<file path="config.mk">
export PLATFORM = sky130hd
export DESIGN_NAME = circle_raster
export DESIGN_NICKNAME = d
export VERILOG_FILES = /design/src/rtl/circle_raster.sv
export SDC_FILE = /design/constraint.sdc
export NUM_CORES = 1
export LEC_CHECK = 0
export CAP_MARGIN = 20
export CORE_AREA = 2 2 225 227
export CTS_CLUSTER_DIAMETER = 120
export DETAILED_ROUTE_END_ITERATION = 6
export DIE_AREA = 0 0 227 229
export MAX_ROUTING_LAYER = met4
export PLACE_DENSITY = 0.44
export SLEW_MARGIN = 0
export SYNTH_ARGS = -nofsm -noshare
export SYNTH_HDL_FRONTEND = slang
export SYNTH_SLANG_ARGS = --single-unit
</file>
<file path="constraint.sdc">
create_clock -name clk -period 8.7 [get_ports clk]
set_input_delay 2.175 -clock clk [delete_from_list [all_inputs] [get_ports clk]]
set_output_delay 2.175 -clock clk [all_outputs]
set_load 0.01 [all_outputs]
</file>
<file path="src/rtl/circle_raster.sv">
// circle_raster
// Midpoint circle rasteriser that streams framebuffer writes, one octant
// point per clock.
//
// Parameters
//   H_RES, V_RES : visible framebuffer size in pixels / lines
// Ports
//   clk          : clock, all state changes on its rising edge
//   rst_n        : synchronous active-low reset
//   start        : draw request, only looked at while idle
//   cx, cy       : circle center in pixels
//   radius       : circle radius in pixels
//   color        : RGB888 draw color
//   busy         : high whenever a circle is being drawn or finishing
//   done         : one-cycle pulse when a circle is complete
//   writing      : framebuffer write strobe
//   waddr, wdata : framebuffer write address (y*H_RES+x) and data
//
// All outputs are registers. Each clock edge computes the point for the
// slot the machine is about to enter, so the strobe and address appear in
// the same cycle that the slot is consumed.

module circle_raster #(
  parameter int H_RES = 640,
  parameter int V_RES = 480
) (
  input  logic        clk,
  input  logic        rst_n,
  input  logic        start,
  input  logic [9:0]  cx,
  input  logic [8:0]  cy,
  input  logic [9:0]  radius,
  input  logic [23:0] color,
  output logic        busy,
  output logic        done,
  output logic        writing,
  output logic [18:0] waddr,
  output logic [23:0] wdata
);

  typedef enum logic [1:0] {IDLE, PLOT, DONE} state_t;

  localparam logic signed [13:0] HLIM   = 14'(H_RES);
  localparam logic signed [13:0] VLIM   = 14'(V_RES);
  localparam logic [18:0]        HRES_W = 19'(H_RES);

  state_t             state;
  logic [2:0]         k;
  logic signed [13:0] x, y, err;
  logic [9:0]         cx_q;
  logic [8:0]         cy_q;
  logic [23:0]        color_q;

  // One midpoint step, applied when the eighth slot of an iteration retires.
  logic signed [13:0] x_upd, y_upd, err_upd;

  always_comb begin
    y_upd   = y + 14'sd1;
    x_upd   = x;
    err_upd = err + (y_upd <<< 1) + 14'sd1;
    if (!err[13]) begin
      x_upd   = x - 14'sd1;
      err_upd = err + ((y_upd - x_upd) <<< 1) + 14'sd1;
    end
  end

  // Octant state for the slot that will be current after this edge. From
  // IDLE this is slot 0 of a fresh circle taken straight from the inputs.
  logic signed [13:0] nx, ny, nerr;
  logic [2:0]         nk;
  logic [9:0]         ncx;
  logic [8:0]         ncy;

  always_comb begin
    nx   = x;
    ny   = y;
    nerr = err;
    nk   = k + 3'd1;
    ncx  = cx_q;
    ncy  = cy_q;
    if (state == IDLE) begin
      nx   = $signed({4'b0, radius});
      ny   = '0;
      nerr = 14'sd1 - $signed({4'b0, radius});
      nk   = 3'd0;
      ncx  = cx;
      ncy  = cy;
    end else if (k == 3'd7) begin
      nx   = x_upd;
      ny   = y_upd;
      nerr = err_upd;
      nk   = 3'd0;
    end
  end

  // Map the slot onto one of the eight symmetric points and clip it.
  // Negative coordinates are caught by the sign bit; the address uses the
  // low bits only, which are exact whenever the point is on screen.
  logic signed [13:0] dx, dy, px, py;
  logic               on_screen;
  logic [18:0]        addr;

  always_comb begin
    dx = nx;
    dy = ny;
    case (nk)
      3'd0:    begin dx =  nx; dy =  ny; end
      3'd1:    begin dx =  ny; dy =  nx; end
      3'd2:    begin dx = -ny; dy =  nx; end
      3'd3:    begin dx = -nx; dy =  ny; end
      3'd4:    begin dx = -nx; dy = -ny; end
      3'd5:    begin dx = -ny; dy = -nx; end
      3'd6:    begin dx =  ny; dy = -nx; end
      default: begin dx =  nx; dy = -ny; end
    endcase
    px        = $signed({4'b0, ncx}) + dx;
    py        = $signed({5'b0, ncy}) + dy;
    on_screen = !px[13] && !py[13] && (px < HLIM) && (py < VLIM);
    addr      = 19'(py[12:0]) * HRES_W + 19'(px[12:0]);
  end

  // Control FSM. Strobe and done default low so each is a single-cycle
  // event; waddr only moves on real writes so clipped slots leave it quiet.
  always_ff @(posedge clk) begin
    if (!rst_n) begin
      state   <= IDLE;
      k       <= '0;
      x       <= '0;
      y       <= '0;
      err     <= '0;
      cx_q    <= '0;
      cy_q    <= '0;
      color_q <= '0;
      busy    <= 1'b0;
      done    <= 1'b0;
      writing <= 1'b0;
      waddr   <= '0;
      wdata   <= '0;
    end else begin
      done    <= 1'b0;
      writing <= 1'b0;
      case (state)
        IDLE: begin
          if (start) begin
            cx_q    <= cx;
            cy_q    <= cy;
            color_q <= color;
            x       <= nx;
            y       <= ny;
            err     <= nerr;
            k       <= nk;
            state   <= PLOT;
            busy    <= 1'b1;
            writing <= on_screen;
            wdata   <= color;
            if (on_screen) waddr <= addr;
          end
        end
        PLOT: begin
          if (k == 3'd7 && x_upd < y_upd) begin
            state <= DONE;
            done  <= 1'b1;
            k     <= 3'd0;
          end else begin
            x       <= nx;
            y       <= ny;
            err     <= nerr;
            k       <= nk;
            writing <= on_screen;
            wdata   <= color_q;
            if (on_screen) waddr <= addr;
          end
        end
        DONE: begin
          state <= IDLE;
          busy  <= 1'b0;
        end
        default: begin
          state <= IDLE;
          busy  <= 1'b0;
        end
      endcase
    end
  end

endmodule

</file>
# After elaboration in Yosys (flattened, before gate mapping)
# Index checks and enable logic that the tools add are counted.
op_classes:
  n_addsub: 14
  multipliers: 1
  order_cmp: 3
  n_eq_ne: 11
  muxes: 42
  bitwise_logic: 1
  reduce_logical: 21
op_table:
  columns: ["operator", "n"]
  rows:
  - ["$mux 14", 14]
  - ["$pmux 14 s2", 3]
  - ["$pmux 14 s3", 2]
  - ["$mux 19", 3]
  - ["$mux 24", 2]
  - ["$pmux 24 s2", 1]
  - ["$add 14x2->14 const B", 3]
  - ["$pmux 19 s2", 1]
  - ["$add 14x14->14", 2]
  - ["$neg 14->14", 2]
  - ["$add 19x13->19", 1]
  - ["$add 10x14->14", 1]
  - ["$add 11x14->14", 1]
  - ["$lt 14x10->1 const B", 1]
  - ["$lt 14x11->1 const B", 1]
  - ["$lt 14x14->1", 1]
  - ["$sub 14x2->14 const B", 1]
  - ["$mul 13x3->12 const B", 1]
  - ["$sub 13x13->13", 1]
  - ["$eq 3x3->1 const B", 4]
  - ["$mux 3", 4]
  - ["$reduce_or 2->1", 6]
  - ["$sub 1x10->11 const A", 1]
  - ["$mux 10", 1]
  - ["other kinds (19)", 35]
totals:
  regBits: 136
  input_bits: 56
  out_inout_bits: 46
  wordCells: 106

# Longest topological paths before layout
# Gate-level depths: netlist of run 1.
logic_depth:
  word_depth: 14
  ltp_mapped: 35
  ltp_nobuf: 32

# Least setup slack after synthesis of run 1
# OpenSTA, ideal clock, no wires.
synth_path:
  path_kind: "input to register"
  start: "input radius[0]"
  end: "register waddr[18]"
  setup_ns: 0.072
  arrival_time_ns: 6.775
  required_time_ns: 8.628
  slack_ns: 1.854
  stages: 26
  n_path_buf: 0
  path_cell_list: "nor2_1 a21oi_1 inv_1 ha_1 o21ai_0 nor3b_1 a21oi_1 xnor2_1 a21oi_1 ha_1 or3_1 o21ai_0 a21oi_1 xor2_1 ha_1 ha_1 nor3_1 nor2_1 o41ai_1 xnor2_1 nor4b_1 xnor2_1 xnor2_1 xnor2_1 nand2_1 mux2i_1"
synth_via:
  elab_chain_len: 11
  word_cells_on_any_way: 19
  classes_between: "add/sub (4); mul (1); order compare (2); mux (7); reduce/logical (5)"
synth_lines:
  columns: ["item", "line", "rtl"]
  rows:
  - ["from (decl)", "32", "input logic [9:0] radius,"]
  - ["$mux 14 *", "81", "if (state == IDLE) begin"]
  - ["parallel branches: the longest is 7 deep, another holds $add 19x13->19", null, null]
  - ["$mux 19 *", "156, 171", null]
  - ["$mux 19, on equally long branches", "160, 144", null]
  - ["$pmux 19 s2 *", "142", "case (state)"]
  - ["to (signal assigned)", "156", "if (on_screen) waddr <= addr;"]
  - ["to (signal assigned)", "171", "if (on_screen) waddr <= addr;"]
  - ["to (decl)", "37", "output logic [18:0] waddr,"]
# Every way passes the cells marked *. The select of a mux whose other input is x is not followed.
# A chain may end at the register's enable or synchronous reset.

# Worst setup path after layout of run 1
# Ends and elaborated chain as after synthesis.

==> report_table.html, run 1 <==
<table>
<tr><th>Metric</th><th>Value</th></tr>
<tr><th colspan="2">CTS</th></tr>
<tr><td>Clock transition time at the flip-flop clock pins of the worst setup and hold paths</td><td>0.06 ns</td></tr>
<tr><td>Post-cts sizing count</td><td>0</td></tr>
<tr><td>Post-CTS Setup Bufs</td><td>0</td></tr>
<tr><td>Clock tree from TritonCTS</td><td>yes</td></tr>
<tr><td>CTS Sinks</td><td>136</td></tr>
<tr><td>Clock Tree Buf Depth</td><td>2</td></tr>
<tr><td>Maximum level of the CTS H-tree</td><td>4</td></tr>
<tr><td>Number of hold buffers added after cts</td><td>0</td></tr>
<tr><td>Number of clock buffers inserted by TritonCTS</td><td>17</td></tr>
<tr><td>Clk Tree Root Cell</td><td>sky130_fd_sc_hd__clkbuf_16</td></tr>
<tr><td>Clock latency at the later pin of the worst-skew pair</td><td>0.45 ns</td></tr>
<tr><th colspan="2">STA</th></tr>
<tr><td>Timing-limited maximum frequency</td><td>0.1262 GHz</td></tr>
<tr><td>Hold violation count in the final report</td><td>0</td></tr>
<tr><td>Setup repair after global routing missed its margin</td><td>no</td></tr>
<tr><td>Transition time of the tightest slew-check pin</td><td>1.013 ns</td></tr>
<tr><td>Final critical delay including setup and external delays</td><td>7.927 ns</td></tr>
<tr><td>Layout Skew</td><td>0.01050 ns</td></tr>
<tr><td>Max_slew headroom</td><td>32.45%</td></tr>
<tr><td>Setup violators final</td><td>0</td></tr>
<tr><td>Sum of negative setup slack</td><td>0 ns</td></tr>
<tr><td>Max-slew violation total from the final report</td><td>0</td></tr>
<tr><td>Tightest hold margin</td><td>0.4542 ns</td></tr>
<tr><td>Final worst-path cycle share</td><td>91.11%</td></tr>
<tr><th colspan="2">Worst setup path</th></tr>
<tr><td>Critical path class</td><td>input port to flop</td></tr>
<tr><td>Crit path arrival time</td><td>8.31 ns</td></tr>
<tr><td>Crit-path slowest cell</td><td>sky130_fd_sc_hd__clkdlybuf4s50_1</td></tr>
<tr><td>Dominant delay contributor by cell family on the critical path</td><td>compound AO/OA/AOI/OAI gates</td></tr>
<tr><td>Highest cell delay on the worst timing path</td><td>0.54 ns</td></tr>
<tr><td>Setup crit end kind</td><td>flop</td></tr>
<tr><td>Crit Path Max Fanout</td><td>5</td></tr>
<tr><td>Critical path buffers and inverters</td><td>2</td></tr>
<tr><td>Startpoint types</td><td>input port</td></tr>
<tr><td>Required time reported for the critical path endpoint</td><td>9.08 ns</td></tr>
<tr><th colspan="2">Global routing</th></tr>
<tr><td>Met2 Use GR</td><td>25.74%</td></tr>
<tr><td>Routing usage on met1</td><td>20.65%</td></tr>
<tr><td>First-pass GRT wire length</td><td>63490 microns</td></tr>
<tr><td>Maximum number of pins on one net before global-route repair</td><td>87</td></tr>
<tr><td>Met3 global-route usage</td><td>1.642%</td></tr>
<tr><td>Vias in the first global route</td><td>11389</td></tr>
<tr><td>Most Crowded Layer GR</td><td>met2</td></tr>
<tr><td>Antenna violations before repair</td><td>1</td></tr>
<tr><td>Remaining global-route overflow</td><td>0</td></tr>
<tr><td>Overall routing resource usage</td><td>15.85%</td></tr>
<tr><th colspan="2">Power</th></tr>
<tr><td>Switching power share of the total</td><td>38.16%</td></tr>
<tr><td>Internal Dissipation</td><td>0.001638 W</td></tr>
<tr><td>Leakage dissipation</td><td>5.888 nW</td></tr>
<tr><td>Clock power frac</td><td>28.1%</td></tr>
<tr><td>Net switching power figure</td><td>0.001011 W</td></tr>
<tr><td>Combinational Power Share</td><td>44.0%</td></tr>
<tr><td>Worst supply voltage drop on vdd</td><td>0.0001052 V</td></tr>
<tr><td>Power density relative to cell area</td><td>182.5 nW/um^2</td></tr>
<tr><td>Sequential power share</td><td>27.9%</td></tr>
<tr><th colspan="2">Synth</th></tr>
<tr><td>Area share of xor/xnor cells in the synthesized design</td><td>9.900%</td></tr>
<tr><td>Number of nets in the synthesized netlist</td><td>1830</td></tr>
<tr><td>Ys async rst share</td><td>0%</td></tr>
<tr><td>Mean instance size in the synthesized netlist</td><td>7.372 sq um</td></tr>
<tr><td>Leading post-synthesis cells by cell area</td><td>sky130_fd_sc_hd__dfxtp_1 (22%), sky130_fd_sc_hd__ha_1 (10%), sky130_fd_sc_hd__nand2_1 (9.6%)</td></tr>
<tr><td>Synthesized instance count</td><td>1668</td></tr>
<tr><td>Cell type with the highest aggregate area in the netlist</td><td>sky130_fd_sc_hd__dfxtp_1</td></tr>
<tr><td>Count of state elements after synthesis</td><td>136</td></tr>
<tr><td>Synth Area in Compound Gates</td><td>20.89%</td></tr>
<tr><td>Cell with the most instances after synthesis</td><td>sky130_fd_sc_hd__nand2_1</td></tr>
<tr><td>Fraction of synthesized cell area taken by the top area cell type</td><td>22.14%</td></tr>
<tr><td>Post-Synth Adder-Cell Area</td><td>11.21%</td></tr>
<tr><td>Synth Cell Area</td><td>12300 sq um</td></tr>
<tr><td>Simple-Gate Fraction of Synth Area</td><td>25.16%</td></tr>
<tr><td>Combinational family with the most area after synthesis</td><td>simple AND/OR/NAND/NOR gates</td></tr>
<tr><td>Count of flip-flops with a built-in enable after synthesis</td><td>0</td></tr>
<tr><td>Number of unique standard cell types used by synthesis</td><td>87</td></tr>
<tr><td>Total number of yosys warnings</td><td>0</td></tr>
<tr><td>Commonest cells in the netlist</td><td>sky130_fd_sc_hd__nand2_1 (314), sky130_fd_sc_hd__nor2_1 (160), sky130_fd_sc_hd__dfxtp_1 (136)</td></tr>
<tr><td>Multiplexer fraction of the synthesized cell area</td><td>5.393%</td></tr>
<tr><td>Share of the yosys chip area belonging to registers</td><td>22.14%</td></tr>
<tr><td>Post-synth top flop</td><td>sky130_fd_sc_hd__dfxtp_1</td></tr>
<tr><th colspan="2">Route</th></tr>
<tr><td>Count of antenna-violating nets left after detailed routing</td><td>0</td></tr>
<tr><td>Routed wire length per instance</td><td>16.64 microns</td></tr>
<tr><td>Drc violations</td><td>0</td></tr>
<tr><td>Pre-Repair DR Iteration Count</td><td>5</td></tr>
<tr><td>Detailed-route vias per instance</td><td>4.916</td></tr>
<tr><td>Initial DRC count</td><td>818</td></tr>
<tr><td>Aggregate routed wire length</td><td>39860 microns</td></tr>
<tr><td>Vias</td><td>11773</td></tr>
<tr><th colspan="2">Floorplan</th></tr>
<tr><td>Placeable core region</td><td>49660 sq um</td></tr>
<tr><td>Starting utilization of the core area</td><td>24.76%</td></tr>
<tr><td>Die outline area</td><td>51980 sq um</td></tr>
<tr><td>Die height</td><td>229 microns</td></tr>
<tr><td>Num rows</td><td>82</td></tr>
<tr><td>Width of the die</td><td>227 microns</td></tr>
<tr><td>Count of pins on the block boundary</td><td>102</td></tr>
<tr><th colspan="2">Finish</th></tr>
<tr><td>Count of non-filler cells in the finished layout</td><td>2395</td></tr>
<tr><td>Count of inserted antenna diode cells</td><td>0</td></tr>
<tr><td>Fin nets</td><td>1872</td></tr>
<tr><td>Area of all placed cells without fillers</td><td>14520 sq um</td></tr>
<tr><td>Synth-to-layout area growth</td><td>18.05%</td></tr>
<tr><td>Fraction of layout cells with a size suffix above 1</td><td>6.210%</td></tr>
<tr><th colspan="2">Job</th></tr>
<tr><td>Reported max-cap violation count</td><td>0</td></tr>
<tr><th colspan="2">Min path</th></tr>
<tr><td>Hold Crit Class</td><td>flop to flop</td></tr>
<tr><th colspan="2">Placement</th></tr>
<tr><td>Number of buffers added on ports</td><td>101</td></tr>
<tr><td>Detailed placement HPWL</td><td>29480 microns</td></tr>
<tr><td>Instance area after placement</td><td>13930 sq um</td></tr>
<tr><td>Number of placed instances, taps included</td><td>2363</td></tr>
<tr><td>Final weighted congestion of routability-driven global placement</td><td>0.8091</td></tr>
<tr><th colspan="2">Run status</th></tr>
<tr><td>Outcome</td><td>complete, no violations</td></tr>
</table>
[power by group through the flow]
| stage | clock network [W] | registers [W] | logic [W] |
|---|---|---|---|
| floorplan | 0 | 0.000751 | 0.000831 |
| global placement | 0 | 0.000751 | 0.00116 |
| detailed placement | 0 | 0.000752 | 0.00117 |
| CTS | 0.000768 | 0.000739 | 0.00118 |
| global route | 0.000792 | 0.000748 | 0.00131 |
| finish | 0.000745 | 0.000738 | 0.00117 |
[area by class of cell]
type                            instances  area (sq um)
Fill cell                            5457         35140
Multi-Input combinational cell       1368          8942
Sequential cell                       136          2723
Timing Repair Buffer                  125          1194
Tap cell                              672         840.8
Clock buffer                           20         456.7
Inverter                               62         234.0
Clock inverter                         12         126.4
[layout by cell type (no fill, tap or decap), types with 7 or more instances in the layout]
cell type                           n
sky130_fd_sc_hd__nor4_1             9
sky130_fd_sc_hd__o31ai_1            8
sky130_fd_sc_hd__a311oi_1          30
sky130_fd_sc_hd__dfxtp_1          136
sky130_fd_sc_hd__xnor2_1           90
sky130_fd_sc_hd__a31o_2             9
sky130_fd_sc_hd__nor3_1            45
sky130_fd_sc_hd__a21o_1            26
sky130_fd_sc_hd__buf_4             23
sky130_fd_sc_hd__nand2b_1          15
sky130_fd_sc_hd__or2_2              9
sky130_fd_sc_hd__a31oi_1           11
sky130_fd_sc_hd__inv_1             60
sky130_fd_sc_hd__o211ai_1          19
sky130_fd_sc_hd__o21bai_1          14
sky130_fd_sc_hd__clkbuf_16         17
sky130_fd_sc_hd__nand3_1           22
sky130_fd_sc_hd__nor2b_1           13
sky130_fd_sc_hd__mux2i_1           55
sky130_fd_sc_hd__clkdlybuf4s50_1  100
sky130_fd_sc_hd__xor2_1            49
sky130_fd_sc_hd__ha_1              99
sky130_fd_sc_hd__fa_1               7
sky130_fd_sc_hd__mux2_2             7
sky130_fd_sc_hd__and2_1            14
sky130_fd_sc_hd__nand2_1          314
sky130_fd_sc_hd__a21oi_1          117
sky130_fd_sc_hd__nor2_1           158
sky130_fd_sc_hd__o21ai_0           63
sky130_fd_sc_hd__nand4_1           14
sky130_fd_sc_hd__a211oi_1          16
sky130_fd_sc_hd__or3_1             15
sky130_fd_sc_hd__and3_1             7
[final timing paths]
path | depth (start not counted) | to | start | slack [ns]
setup / recovery | 26 | waddr[18]$_SDFFE_PN0P_ | radius[0] | 0.77
hold / removal | 2 | color_q[4]$_SDFFE_PN0P_ | color_q[4]$_SDFFE_PN0P_ | 0.45
setup reg to reg | 29 | waddr[18]$_SDFFE_PN0P_ | k[0]$_SDFFE_PN0P_ | 1.70
hold reg to reg | 2 | color_q[4]$_SDFFE_PN0P_ | color_q[4]$_SDFFE_PN0P_ | 0.45
[state kept, by name, summed over array words and instances, names as in the netlist]
name / cells
cy_q: 9
busy: 1
state: 2
color_q: 24
done: 1
y: 14
err: 14
cx_q: 10
writing: 1
wdata: 24
waddr: 19
k: 3
x: 14
[routing by layer]
metal	wire [microns]	part of all wire, %	vias to the layer above
met1	19040	48	5535
li1	-	-	5937
met4	784	2.0	0
met2	18650	47	259
met5	0	0	-
met3	1381	3.5	42
[tightest hold or removal path, cell delays in order (launching register included)]
cell                      delay, ns
sky130_fd_sc_hd__dfxtp_1       0.31
sky130_fd_sc_hd__nand2_1       0.05
sky130_fd_sc_hd__a21oi_1       0.05
[cells by family (layout without fill, tap and decap cells)]
group                      Yosys count  count (layout)
AOI/OAI and AO/OA                  381             381
xor gates and xnor gates           139             139
adders and majority gates          106             106
buffers and inverters              164             219
DFF                                136             136
muxes                               64              64
and+or+nand+nor                    678             678
[metrics by stage]
stage / power, W / util [%] / setup WS, ns
after global placement: 0.001909 / 28.03 / 0.4890
after CTS: 0.002682 / 29.23 / 0.8545
after floorplan: 0.001581 / - / 1.854
after detailed placement: 0.001917 / 28.06 / 0.4175
after global routing: 0.002848 / 29.23 / 0.1628
final: 0.002649 / 29.23 / 0.7732
No activity file was read; power rests on OpenSTA's default activity.
==> run 2: changes to the inputs <==
==> constraint.sdc (replaced) <==
create_clock -name clk -period 8.7 [get_ports clk]
set_input_delay 0.87 -clock clk [delete_from_list [all_inputs] [get_ports clk]]
set_output_delay 0.87 -clock clk [all_outputs]
set_load 0.01 [all_outputs]
==> report_table.html, run 2 (synthesis gave the netlist of run 1 again) <==
<table>
<tr><th>Metric</th><th>Value</th></tr>
<tr><th colspan="2">STA</th></tr>
<tr><td>Setup violators final</td><td>0 (unchanged)</td></tr>
<tr><td>Transition time of the tightest slew-check pin</td><td>1.025 ns (was 1.013 ns)</td></tr>
<tr><td>Final worst-path cycle share</td><td>81.77% (was 91.11%)</td></tr>
<tr><td>Max_slew headroom</td><td>31.53% (was 32.45%)</td></tr>
<tr><td>Layout Skew</td><td>0.01205 ns (was 0.01050 ns)</td></tr>
<tr><td>Final critical delay including setup and external delays</td><td>7.114 ns (was 7.927 ns)</td></tr>
<tr><td>Timing-limited maximum frequency</td><td>0.1406 GHz (was 0.1262 GHz)</td></tr>
<tr><td>Setup repair after global routing missed its margin</td><td>no (unchanged)</td></tr>
<tr><td>Hold violation count in the final report</td><td>0 (unchanged)</td></tr>
<tr><td>Sum of negative setup slack</td><td>0 ns (unchanged)</td></tr>
<tr><td>Max-slew violation total from the final report</td><td>0 (unchanged)</td></tr>
<tr><th colspan="2">CTS</th></tr>
<tr><td>Clock Tree Buf Depth</td><td>2 (unchanged)</td></tr>
<tr><td>Clk Tree Root Cell</td><td>sky130_fd_sc_hd__clkbuf_16 (unchanged)</td></tr>
<tr><td>Clock latency at the later pin of the worst-skew pair</td><td>0.45 ns (about the same)</td></tr>
<tr><td>Number of clock buffers inserted by TritonCTS</td><td>17 (unchanged)</td></tr>
<tr><td>Post-cts sizing count</td><td>0 (unchanged)</td></tr>
<tr><td>Number of hold buffers added after cts</td><td>0 (unchanged)</td></tr>
<tr><td>CTS Sinks</td><td>136 (unchanged)</td></tr>
<tr><td>Maximum level of the CTS H-tree</td><td>4 (unchanged)</td></tr>
<tr><td>Clock transition time at the flip-flop clock pins of the worst setup and hold paths</td><td>0.07 ns (was 0.06 ns)</td></tr>
<tr><td>Clock tree from TritonCTS</td><td>yes (unchanged)</td></tr>
<tr><td>Post-CTS Setup Bufs</td><td>0 (unchanged)</td></tr>
<tr><th colspan="2">Finish</th></tr>
<tr><td>Commonest non-fill, non-tap cell in the layout</td><td>sky130_fd_sc_hd__nand2_1 (unchanged)</td></tr>
<tr><td>End-of-flow core utilization</td><td>29.23% (about the same)</td></tr>
<tr><td>Fin nets</td><td>1867 (was 1872)</td></tr>
<tr><td>Commonest non-fill, non-tap cells in the layout</td><td>sky130_fd_sc_hd__nand2_1 (314), sky130_fd_sc_hd__nor2_1 (158), sky130_fd_sc_hd__dfxtp_1 (136), sky130_fd_sc_hd__a21oi_1 (117), sky130_fd_sc_hd__clkdlybuf4s50_1 (100) (unchanged)</td></tr>
<tr><td>Synth-to-layout area growth</td><td>18.02% (was 18.05%)</td></tr>
<tr><td>Count of non-filler cells in the finished layout</td><td>2390 (was 2395)</td></tr>
<tr><td>Fraction of layout cells with a size suffix above 1</td><td>5.995% (was 6.210%)</td></tr>
<tr><td>Count of inserted antenna diode cells</td><td>0 (unchanged)</td></tr>
<tr><td>Registers with the most flip-flops</td><td>color_q: 24 flops, wdata: 24 flops, waddr: 19 flops (unchanged)</td></tr>
<tr><th colspan="2">Worst setup path</th></tr>
<tr><td>Highest cell delay on the worst timing path</td><td>0.71 ns (was 0.54 ns)</td></tr>
<tr><td>Setup crit end kind</td><td>flop (unchanged)</td></tr>
<tr><td>CP most frequent cell</td><td>sky130_fd_sc_hd__ha_1</td></tr>
<tr><td>Critical path class</td><td>flop to flop (was input port to flop)</td></tr>
<tr><td>Register-to-register setup slack</td><td>1.59 ns (was 1.70 ns)</td></tr>
<tr><td>Crit Path Max Fanout</td><td>15 (was 5)</td></tr>
<tr><td>Required time reported for the critical path endpoint</td><td>9.08 ns (about the same)</td></tr>
<tr><td>Crit path arrival time</td><td>7.49 ns (was 8.31 ns)</td></tr>
<tr><td>Startpoint types</td><td>flop (was input port)</td></tr>
<tr><td>Crit-path slowest cell</td><td>sky130_fd_sc_hd__nor3b_1 (was sky130_fd_sc_hd__clkdlybuf4s50_1)</td></tr>
<tr><th colspan="2">Route</th></tr>
<tr><td>Initial DRC count</td><td>707 (was 818)</td></tr>
<tr><td>Detailed-route vias per instance</td><td>4.911 (was 4.916)</td></tr>
<tr><td>Count of antenna-violating nets left after detailed routing</td><td>0 (unchanged)</td></tr>
<tr><td>Vias</td><td>11738 (was 11773)</td></tr>
<tr><td>Routed wire length per instance</td><td>16.77 microns (was 16.64 microns)</td></tr>
<tr><td>Aggregate routed wire length</td><td>40090 microns (was 39860 microns)</td></tr>
<tr><td>Pre-Repair DR Iteration Count</td><td>5 (unchanged)</td></tr>
<tr><td>Drc violations</td><td>0 (unchanged)</td></tr>
<tr><th colspan="2">Power</th></tr>
<tr><td>Worst supply voltage drop on vdd</td><td>0.0001345 V (was 0.0001052 V)</td></tr>
<tr><td>Leakage dissipation</td><td>5.872 nW (was 5.888 nW)</td></tr>
<tr><td>Power density relative to cell area</td><td>184.0 nW/um^2 (was 182.5 nW/um^2)</td></tr>
<tr><th colspan="2">Global routing</th></tr>
<tr><td>First-pass GRT wire length</td><td>63280 microns (was 63490 microns)</td></tr>
<tr><td>Antenna violations before repair</td><td>0 (was 1)</td></tr>
<tr><td>Vias in the first global route</td><td>11223 (was 11389)</td></tr>
<tr><td>Overall routing resource usage</td><td>15.94% (was 15.85%)</td></tr>
<tr><td>Maximum number of pins on one net before global-route repair</td><td>66 (was 87)</td></tr>
<tr><td>Remaining global-route overflow</td><td>0 (unchanged)</td></tr>
<tr><th colspan="2">Floorplan</th></tr>
<tr><td>Width of the die</td><td>227 microns (unchanged)</td></tr>
<tr><td>Starting utilization of the core area</td><td>24.76% (unchanged)</td></tr>
<tr><td>Num rows</td><td>82 (unchanged)</td></tr>
<tr><td>Placeable core region</td><td>49660 sq um (unchanged)</td></tr>
<tr><td>Die outline area</td><td>51980 sq um (unchanged)</td></tr>
<tr><td>Die height</td><td>229 microns (unchanged)</td></tr>
<tr><td>Count of pins on the block boundary</td><td>102 (unchanged)</td></tr>
<tr><th colspan="2">Job</th></tr>
<tr><td>Reported max-cap violation count</td><td>0 (unchanged)</td></tr>
<tr><th colspan="2">Placement</th></tr>
<tr><td>Detailed placement HPWL</td><td>29640 microns (was 29480 microns)</td></tr>
<tr><td>Number of buffers added on ports</td><td>101 (unchanged)</td></tr>
<tr><td>Number of placed instances, taps included</td><td>2356 (was 2363)</td></tr>
<tr><td>Final weighted congestion of routability-driven global placement</td><td>0.8462 (was 0.8091)</td></tr>
<tr><th colspan="2">Run status</th></tr>
<tr><td>Outcome</td><td>complete, no violations (unchanged)</td></tr>
<tr><th colspan="2">Min path</th></tr>
<tr><td>Hold Crit Class</td><td>flop to flop (unchanged)</td></tr>
</table>
-- run 2: cell count changes in the layout (fill, tap and decap cells not counted) --
cell	previous run	this run
sky130_fd_sc_hd__buf_4	23	17
sky130_fd_sc_hd__buf_16	0	1
sky130_fd_sc_hd__clkinv_4	3	1
sky130_fd_sc_hd__clkbuf_1	1	0
sky130_fd_sc_hd__clkinv_2	6	3
sky130_fd_sc_hd__inv_6	0	4
sky130_fd_sc_hd__clkinvlp_4	2	4
-- run 2: critical path: cells and delay by family (launching register included) --
family	cells	cell delay [ns]
AO/OA/AOI/OAI	8	1.33
XOR/XNOR	5	0.97
adder cells (fa/ha/maj)	6	1.66
buffers and inverters	1	0.17
flip-flops	1	0.37
multiplexers	1	0.13
AND/OR/NAND/NOR	8	2.39
-- run 2: layout make-up --
type / instances / area (sq um)
timing repair buffer: 120 / 1176
tap: 672 / 840.8
inverter: 62 / 234.0
clock inverter: 13 / 143.9
multi-input combinational: 1368 / 8942
clock buffer: 19 / 452.9
sequential: 136 / 2723
fill: 5407 / 35150
-- run 2: worst paths after layout --
kind | startpoint | end | cells past startpoint
max | k[0]$_SDFFE_PN0P_ | waddr[18]$_SDFFE_PN0P_ | 29
max reg2reg | k[0]$_SDFFE_PN0P_ | waddr[18]$_SDFFE_PN0P_ | 29
min | cx_q[3]$_SDFFE_PN0P_ | cx_q[3]$_SDFFE_PN0P_ | 2
min reg2reg | cx_q[3]$_SDFFE_PN0P_ | cx_q[3]$_SDFFE_PN0P_ | 2
-- run 2: layer usage --
metal	wire, microns	track usage [%]
met1	19060	20.62
met2	18610	25.44
met3	1461	2.104
met4	962	5.535
met5	0	-
-- run 2: where the power goes --
part | internal (W) | leakage, nW | switching (W)
Combinational | 0.000520 | 4.47 | 0.000649
Sequential | 0.000687 | 1.12 | 0.0000538
Clock | 0.000440 | 0.283 | 0.000320
-- run 2: metrics by stage --
| stage | area (sq um) | hold slack (ns) | power [W] | setup slack [ns] |
|---|---|---|---|---|
| after floorplan | 12300 | 0.4357 | 0.001581 | 2.299 |
| after global placement | 13870 | 0.4416 | 0.001910 | 1.731 |
| after detailed placement | 13870 | 0.4468 | 0.001915 | 1.678 |
| after CTS | 14470 | 0.4558 | 0.002697 | 1.625 |
| after global routing | 14510 | 0.4692 | 0.002868 | 0.8547 |
| final | 14510 | 0.4546 | 0.002670 | 1.586 |
